--- src/rtl/uart_rx_wb_if.sv ---
// rtl/uart_rx_wb_if.sv - Wishbone slave bus slice for the UART receiver
interface uart_rx_wb_if;
   logic        wbs_stb_i;
   logic        wbs_cyc_i;
   logic        wbs_we_i;
   logic [3:0]  wbs_sel_i;
   logic [31:0] wbs_adr_i;
   logic [31:0] wbs_dat_i;
   logic        wbs_ack_o;
   logic [31:0] wbs_dat_o;

   modport master (
      output wbs_stb_i, wbs_cyc_i, wbs_we_i, wbs_sel_i, wbs_adr_i, wbs_dat_i,
      input  wbs_ack_o, wbs_dat_o
   );

   modport slave (
      input  wbs_stb_i, wbs_cyc_i, wbs_we_i, wbs_sel_i, wbs_adr_i, wbs_dat_i,
      output wbs_ack_o, wbs_dat_o
   );
endinterface

--- src/rtl/uart_rx_wb.sv ---
// rtl/uart_rx_wb.sv - Wishbone UART receiver (8N1) with byte FIFO and level irq
// Optional even-parity bit enabled by defining UART_RX_PARITY_EN.
module uart_rx_wb #(
   parameter int          FIFO_DEPTH = 8,
   parameter logic [15:0] DIV_RESET  = 16'd868
) (
   input  logic         wb_clk_i,
   input  logic         wb_rst_n_i,
   uart_rx_wb_if.slave  wbs,
   input  logic         rx_i,
   output logic         irq_o
);
   localparam int AW = $clog2(FIFO_DEPTH);

   localparam logic [2:0] S_IDLE   = 3'd0;
   localparam logic [2:0] S_START  = 3'd1;
   localparam logic [2:0] S_DATA   = 3'd2;
   localparam logic [2:0] S_STOP   = 3'd4;
   localparam logic [2:0] S_BREAK  = 3'd5;
`ifdef UART_RX_PARITY_EN
   localparam logic [2:0] S_PARITY = 3'd3;
`endif

   logic [7:0]  mem [FIFO_DEPTH];
   logic [AW:0] wr_ptr, rd_ptr;
   logic        empty, full;

   logic [2:0]  state;
   logic [15:0] cnt, div_q, clkdiv, div_new;
   logic [2:0]  bit_idx;
   logic [7:0]  shift;
   logic        push_pend;
   logic [7:0]  push_byte;
   logic        frm_pulse;
   logic        byte_ok;

   logic [2:0]  sync;
   logic        rx_s, fall, expire;

   logic        irqen, ovr_err, frm_err, par_err;
   logic        req, rd_req, wr_req, pop, do_push, ovr_set;
   logic [1:0]  reg_sel;
   logic [31:0] status;

   logic        unused_ok;
   assign unused_ok = &{1'b0, wbs.wbs_adr_i[31:4], wbs.wbs_adr_i[1:0],
                        wbs.wbs_sel_i[3:2], wbs.wbs_dat_i[31:16]};

   assign req     = wbs.wbs_stb_i & wbs.wbs_cyc_i & ~wbs.wbs_ack_o;
   assign rd_req  = req & ~wbs.wbs_we_i;
   assign wr_req  = req & wbs.wbs_we_i;
   assign reg_sel = wbs.wbs_adr_i[3:2];

   assign empty = (wr_ptr == rd_ptr);
   assign full  = (wr_ptr[AW] != rd_ptr[AW]) && (wr_ptr[AW-1:0] == rd_ptr[AW-1:0]);

   // A pop on the same edge frees the slot, so a push into a full FIFO is not an overrun.
   assign pop     = rd_req && (reg_sel == 2'd0) && !empty;
   assign do_push = push_pend && (!full || pop);
   assign ovr_set = push_pend && full && !pop;

   assign rx_s   = sync[1];
   assign fall   = sync[2] & ~sync[1];
   assign expire = (cnt <= 16'd1);

   assign status = {27'd0, par_err, frm_err, ovr_err, full, ~empty};

`ifdef UART_RX_PARITY_EN
   logic par_bad, par_pulse;
   assign byte_ok = ~par_bad;
`else
   assign byte_ok = 1'b1;
   assign par_err = 1'b0;
`endif

   always_comb begin
      div_new = clkdiv;
      if (wbs.wbs_sel_i[0]) div_new[7:0]  = wbs.wbs_dat_i[7:0];
      if (wbs.wbs_sel_i[1]) div_new[15:8] = wbs.wbs_dat_i[15:8];
      if (div_new < 16'd2)  div_new = 16'd2;
   end

   always_ff @(posedge wb_clk_i) begin
      if (do_push) mem[wr_ptr[AW-1:0]] <= push_byte;
   end

   always_ff @(posedge wb_clk_i or negedge wb_rst_n_i) begin
      if (!wb_rst_n_i) sync <= 3'b111;
      else             sync <= {sync[1:0], rx_i};
   end

   always_ff @(posedge wb_clk_i or negedge wb_rst_n_i) begin
      if (!wb_rst_n_i) begin
         state     <= S_IDLE;
         cnt       <= 16'd0;
         div_q     <= DIV_RESET;
         bit_idx   <= 3'd0;
         shift     <= 8'd0;
         push_pend <= 1'b0;
         push_byte <= 8'd0;
         frm_pulse <= 1'b0;
`ifdef UART_RX_PARITY_EN
         par_bad   <= 1'b0;
         par_pulse <= 1'b0;
`endif
      end else begin
         push_pend <= 1'b0;
         frm_pulse <= 1'b0;
`ifdef UART_RX_PARITY_EN
         par_pulse <= 1'b0;
`endif
         case (state)
            S_IDLE: begin
               if (fall) begin
                  state <= S_START;
                  cnt   <= {1'b0, clkdiv[15:1]};
                  div_q <= clkdiv;
`ifdef UART_RX_PARITY_EN
                  par_bad <= 1'b0;
`endif
               end
            end
            S_START: begin
               if (expire) begin
                  if (!rx_s) begin
                     state   <= S_DATA;
                     cnt     <= div_q;
                     bit_idx <= 3'd0;
                  end else begin
                     state <= S_IDLE;
                  end
               end else begin
                  cnt <= cnt - 16'd1;
               end
            end
            S_DATA: begin
               if (expire) begin
                  shift   <= {rx_s, shift[7:1]};
                  cnt     <= div_q;
                  bit_idx <= bit_idx + 3'd1;
`ifdef UART_RX_PARITY_EN
                  if (bit_idx == 3'd7) state <= S_PARITY;
`else
                  if (bit_idx == 3'd7) state <= S_STOP;
`endif
               end else begin
                  cnt <= cnt - 16'd1;
               end
            end
`ifdef UART_RX_PARITY_EN
            S_PARITY: begin
               if (expire) begin
                  if (^{shift, rx_s}) begin
                     par_bad   <= 1'b1;
                     par_pulse <= 1'b1;
                  end
                  cnt   <= div_q;
                  state <= S_STOP;
               end else begin
                  cnt <= cnt - 16'd1;
               end
            end
`endif
            S_STOP: begin
               if (expire) begin
                  if (rx_s) begin
                     push_pend <= byte_ok;
                     push_byte <= shift;
                     state     <= S_IDLE;
                  end else begin
                     frm_pulse <= 1'b1;
                     state     <= S_BREAK;
                  end
               end else begin
                  cnt <= cnt - 16'd1;
               end
            end
            S_BREAK: begin
               if (rx_s) state <= S_IDLE;
            end
            default: state <= S_IDLE;
         endcase
      end
   end

   always_ff @(posedge wb_clk_i or negedge wb_rst_n_i) begin
      if (!wb_rst_n_i) begin
         wbs.wbs_ack_o <= 1'b0;
         wbs.wbs_dat_o <= 32'd0;
         wr_ptr        <= '0;
         rd_ptr        <= '0;
         clkdiv        <= DIV_RESET;
         irqen         <= 1'b0;
         ovr_err       <= 1'b0;
         frm_err       <= 1'b0;
`ifdef UART_RX_PARITY_EN
         par_err       <= 1'b0;
`endif
         irq_o         <= 1'b0;
      end else begin
         wbs.wbs_ack_o <= req;
         wbs.wbs_dat_o <= 32'd0;
         if (rd_req) begin
            case (reg_sel)
               2'd0:    wbs.wbs_dat_o <= empty ? 32'd0 : {24'd0, mem[rd_ptr[AW-1:0]]};
               2'd1:    wbs.wbs_dat_o <= status;
               2'd2:    wbs.wbs_dat_o <= {16'd0, clkdiv};
               default: wbs.wbs_dat_o <= {31'd0, irqen};
            endcase
         end
         if (pop)     rd_ptr <= rd_ptr + 1'b1;
         if (do_push) wr_ptr <= wr_ptr + 1'b1;

         // Clears first so that a same-cycle hardware event still leaves the flag set.
         if (wr_req && reg_sel == 2'd1) begin
            if (wbs.wbs_dat_i[2]) ovr_err <= 1'b0;
            if (wbs.wbs_dat_i[3]) frm_err <= 1'b0;
`ifdef UART_RX_PARITY_EN
            if (wbs.wbs_dat_i[4]) par_err <= 1'b0;
`endif
         end
         if (ovr_set)   ovr_err <= 1'b1;
         if (frm_pulse) frm_err <= 1'b1;
`ifdef UART_RX_PARITY_EN
         if (par_pulse) par_err <= 1'b1;
`endif
         if (wr_req && reg_sel == 2'd2) clkdiv <= div_new;
         if (wr_req && reg_sel == 2'd3) irqen  <= wbs.wbs_dat_i[0];
         irq_o <= irqen & ~empty;
      end
   end
endmodule

--- src/flat_wrapper.sv ---
// flat-port wrapper written by rule: the top's interface ports become plain ports
module uart_rx_wb_flat 
#(
   parameter int          FIFO_DEPTH = 8,
   parameter logic [15:0] DIV_RESET  = 16'd868
)
  (wb_clk_i, wb_rst_n_i, rx_i, irq_o, wbs_wbs_stb_i, wbs_wbs_cyc_i, wbs_wbs_we_i, wbs_wbs_sel_i, wbs_wbs_adr_i, wbs_wbs_dat_i, wbs_wbs_ack_o, wbs_wbs_dat_o);
  uart_rx_wb_if wbs_i ();
  input  logic wb_clk_i;
  input  logic wb_rst_n_i;
  input  logic rx_i;
  output logic irq_o;
  input wire logic [$bits(wbs_i.wbs_stb_i)-1:0] wbs_wbs_stb_i;
  input wire logic [$bits(wbs_i.wbs_cyc_i)-1:0] wbs_wbs_cyc_i;
  input wire logic [$bits(wbs_i.wbs_we_i)-1:0] wbs_wbs_we_i;
  input wire logic [$bits(wbs_i.wbs_sel_i)-1:0] wbs_wbs_sel_i;
  input wire logic [$bits(wbs_i.wbs_adr_i)-1:0] wbs_wbs_adr_i;
  input wire logic [$bits(wbs_i.wbs_dat_i)-1:0] wbs_wbs_dat_i;
  output wire logic [$bits(wbs_i.wbs_ack_o)-1:0] wbs_wbs_ack_o;
  output wire logic [$bits(wbs_i.wbs_dat_o)-1:0] wbs_wbs_dat_o;
  assign wbs_i.wbs_stb_i = wbs_wbs_stb_i;
  assign wbs_i.wbs_cyc_i = wbs_wbs_cyc_i;
  assign wbs_i.wbs_we_i = wbs_wbs_we_i;
  assign wbs_i.wbs_sel_i = wbs_wbs_sel_i;
  assign wbs_i.wbs_adr_i = wbs_wbs_adr_i;
  assign wbs_i.wbs_dat_i = wbs_wbs_dat_i;
  assign wbs_wbs_ack_o = wbs_i.wbs_ack_o;
  assign wbs_wbs_dat_o = wbs_i.wbs_dat_o;
  uart_rx_wb #(.FIFO_DEPTH(FIFO_DEPTH), .DIV_RESET(DIV_RESET)) u_core (.wb_clk_i(wb_clk_i), .wb_rst_n_i(wb_rst_n_i), .wbs(wbs_i), .rx_i(rx_i), .irq_o(irq_o));
endmodule
--- config.mk ---
export PLATFORM = sky130hd
export DESIGN_NAME = uart_rx_wb_flat
export DESIGN_NICKNAME = d
export VERILOG_FILES = /design/src/rtl/uart_rx_wb_if.sv /design/src/rtl/uart_rx_wb.sv /design/src/flat_wrapper.sv
export SDC_FILE = /design/constraint.sdc
export NUM_CORES = 1
export LEC_CHECK = 0
export ABC_AREA = 1
export CORE_MARGIN = 3
export CORE_UTILIZATION = 25
export DETAILED_ROUTE_END_ITERATION = 10
export MAX_ROUTING_LAYER = met4
export PLACE_DENSITY_LB_ADDON = 0.12
export SYNTH_ARGS = -nofsm -noshare
export SYNTH_HDL_FRONTEND = slang
export SYNTH_SLANG_ARGS = --single-unit
--- constraint.sdc ---
create_clock -name wb_clk_i -period 2.1 [get_ports wb_clk_i]
set_input_delay 0.21 -clock wb_clk_i [delete_from_list [all_inputs] [get_ports wb_clk_i]]
set_output_delay 0.21 -clock wb_clk_i [all_outputs]
set_load 0.005 [all_outputs]
==> qor.yml <==
cts:
  clock-sinks: 168
  numCtsBuffers: 17
  cts_tree: "done"
  cts-root-buf: "clkbuf_16"
  post_cts_buffers: 0
  cts_max_level: 4
  cts_max_path_buffers: 2
  clk_pin_slew_ns: 0.07
  clk_latency_ns: 0.44
global_route:
  grt_pass1_wl_um: 35160
  grt_start_max_net_pins: 53
  first_global_vias: 6010
  antenna_found_initial: 0
  grt_use_total: 0.1333
  grt.overflow.total: 0
sta:
  fmax_mhz: 523.6
  drv_slew: 0
  fin_worst_skew_ns: 0.01255
  rsz0062_at_grt: "no"
  setup_tns_ns: 0
  finalHoldViolations: 0
  setup_viol: 0
  finalCritPeriodShare: 0.9094
  period_needed_ns: 1.910
detailed_routing:
  dr.pass1.iters: 5
  wl_um: 22450
  vias: 6195
  viasPerCell: 4.252
  routedWlPerCell_um: 15.41
  drt_iter0_drc: 418
  drc_errors: 0
  ant_nets: 0
power:
  p_per_area_mw_per_mm2: 1209
  worst_ir_drop_vdd_uv: 595.3
  p_leak_nw: 4.373
  power_mw: 11.97
layout:
  drive_gt1_frac: 0.1448
  fin_area_sq_mm: 0.009903
  fillCellCount: 3501
  n_antenna_cell: 0
  nets: 1082
  layout-area-overhead-vs-synth_pct: 19.58
placement:
  place.gp.congestion: 0.7512
  numPortBuffers: 43
  dp_hpwl_um: 16070
  place_area_sq_mm: 0.009310
critical_path:
  crit_start: "u_core.wr_ptr[1]$_DFFE_PN0P_"
  rr_endpoint: "u_core.mem[5][1]$_DFFE_PP_"
  worstPathArrival_ns: 2.06
  reg2regPathDepth: 9
  timing.critical_path.buf_inv: 2
  r2r-start: "u_core.wr_ptr[1]$_DFFE_PN0P_"
  critical_path_depth: 9
  critPathRequiredTime_ns: 2.25
  endpoint: "u_core.mem[5][1]$_DFFE_PP_"
  critical-path-max-stage-delay_ns: 0.49
  critical_path.cell_chain: "inv_1, nand2_1, nand2_1, nand3_1, nor2_1, o211ai_2, nand2_2, nor3_1, buf_4"
  cpMaxStageDelayCell: "dfrtp_1"
  start_kind: "flip-flop"
  path_delay_family: "simple AND/OR/NAND/NOR gates"
  cp_max_fo: 8
  endpoint_kind: "flip-flop"
  rrSetupSlack_ns: 0.19
  setup.worst_path.class: "flip-flop to flip-flop"
  path_common_cell: "nand2_1"
job:
  timing.max_cap.violations: 0
hold_path:
  hold_path.class: "input port to flip-flop"
synthesis:
  ys_seq_area_frac: 0.5483
  avgSynthCellArea_sq_um: 8.886
  synth-edff-count: 64
  synth_top_flop_cell: "dfrtp_1"
  synth_compound_gate_area_share: 0.1070
  synth.ff_latch_count: 168
  syn_inst: 932
  synth-xor-area-share: 0.01677
  synth_fa_ha_area_frac: 0.009065
  synthArstFlopShare: 0.6190
  synth.area.mux_share: 0
  ys_types: 42
  synth-simple-area-share: 0.2305
  syn_area_sq_mm: 0.008282
  synth_top_family_by_area: "simple AND/OR/NAND/NOR gates"
  yosysWarnings: 0
floorplan:
  fp.coreArea_sq_mm: 0.03262
  die_area_sq_mm: 0.03535
  rows: 66
  start_util: 0.2539
  die_w_um: 188.0
  ios: 108
  die_h_um: 188.0
status:
  status: "finished clean"
[logic make-up after synthesis]
group / Yosys count
and+or+nand+nor: 440
DFF: 168
buffers and inverters: 152
AOI/OAI and AO/OA: 150
xor gates and xnor gates: 15
adders and majority gates: 6
other: 1
[stage by stage]
step	hold slack [ns]	cells	setup slack, ns	utilization
final	0.2041	1457	0.1902	0.3036
after CTS	0.2045	1457	0.1933	0.3036
after global placement	0.1440	1424	0.02850	0.2854
after detailed placement	0.1432	1424	0.0006896	0.2854
after floorplan	-0.08559	947	0.04237	-
after global routing	0.1927	1457	0.004176	0.3036
[per-layer routing]
| metal | part of all wire | vias to the layer above | global-route usage |
|---|---|---|---|
| met1 | 0.48 | 2936 | 0.1724 |
| li1 | - | 3137 | - |
| met5 | 0 | - | - |
| met3 | 0.025 | 25 | 0.02225 |
| met4 | 0.015 | 0 | 0.03954 |
| met2 | 0.48 | 97 | 0.2155 |
[cell usage after synthesis, types with 2 or more instances]
cell | instances | area share
nand2_1 | 256 | 0.12
inv_1 | 95 | 0.043
dfrtp_1 | 91 | 0.27
nor2_1 | 91 | 0.041
o21ai_0 | 83 | 0.050
edfxtp_1 | 64 | 0.23
nand3_1 | 34 | 0.021
buf_4 | 20 | 0.018
nand4_1 | 18 | 0.014
a21oi_1 | 16 | 0.0097
o21ai_2 | 16 | 0.017
clkbuf_1 | 13 | 0.0059
dfstp_2 | 13 | 0.041
xor2_1 | 11 | 0.012
buf_6 | 10 | 0.014
nand2_2 | 10 | 0.0076
nor3_1 | 9 | 0.0054
o22ai_1 | 9 | 0.0068
a21oi_2 | 7 | 0.0074
nor2_2 | 7 | 0.0053
buf_2 | 6 | 0.0036
ha_1 | 6 | 0.0091
inv_2 | 6 | 0.0027
o21ai_1 | 6 | 0.0036
nand3_2 | 5 | 0.0060
o211ai_1 | 4 | 0.0036
o21a_1 | 4 | 0.0036
nor2_4 | 3 | 0.0041
xnor2_1 | 3 | 0.0032
a22oi_1 | 2 | 0.0018
clkinv_1 | 2 | 0.00091
nor2_8 | 2 | 0.0048
[area by class of cell]
cell class / instances / area (sq um) / share of cell area
inverters: 103 / 386.6 / 0.03904
clock buffers: 21 / 474.2 / 0.04788
multi-input cells: 627 / 3069 / 0.3099
clock inverters: 11 / 108.9 / 0.01099
well taps: 442 / 553.0 / 0.05584
flip-flops and latches: 168 / 4541 / 0.4585
repair buffers: 85 / 770.7 / 0.07783
[repair_timing]
action	4_1_cts	5_1_grt
hold buffers	1	0
endpoints found under the hold margin	22	0
resized for setup	0	0
[worst register-to-register path, delay by kind of cell (launching register included)]
family,cells,cell delay (ns)
buf+inv,2,0.31
flops,1,0.49
simple gates,6,0.69
compound gates,1,0.13
[worst min-delay path by stage]
stage	start	slack, ns	depth (start not counted)	to
after global routing	rx_i	0.19	1	u_core.sync[0]$_DFF_PN1_
after floorplan	wb_rst_n_i	-0.09	0	u_core.bit_idx[0]$_DFFE_PN0P_
after detailed placement	wb_rst_n_i	0.14	1	u_core.wbs.wbs_dat_o[12]$_DFF_PN0_
after CTS	rx_i	0.20	1	u_core.sync[0]$_DFF_PN1_
final	rx_i	0.20	1	u_core.sync[0]$_DFF_PN1_
after global placement	wb_rst_n_i	0.14	1	u_core.wbs.wbs_dat_o[12]$_DFF_PN0_
[flip-flops by register name, summed over array words and instances, names as in the netlist, 4 cells and up]
signal,flops
u_core.wr_ptr,4
u_core.cnt,16
u_core.mem,64
u_core.rd_ptr,4
u_core.shift,8
u_core.clkdiv,16
u_core.wbs.wbs_dat_o,16
u_core.push_byte,8
u_core.div_q,16
[cells in the final DEF, fill, tap and decap left out, drive strengths merged, types with 5 or more instances in the layout]
master	count
a21oi	23
buf	42
clkbuf	21
clkdlybuf4s50	42
clkinv	7
conb	16
dfrtp	91
dfstp	13
edfxtp	64
ha	6
inv	106
nand2	266
nand3	40
nand4	18
nor2	103
nor3	9
o211ai	5
o21ai	105
o22ai	9
xor2	12
[power breakdown]
part	internal, mW	switching (mW)
Clock	1.77	1.42
Sequential	3.92	0.415
Combinational	1.51	2.94
Total	7.20	4.77
Power figures use the tool's default switching activity.
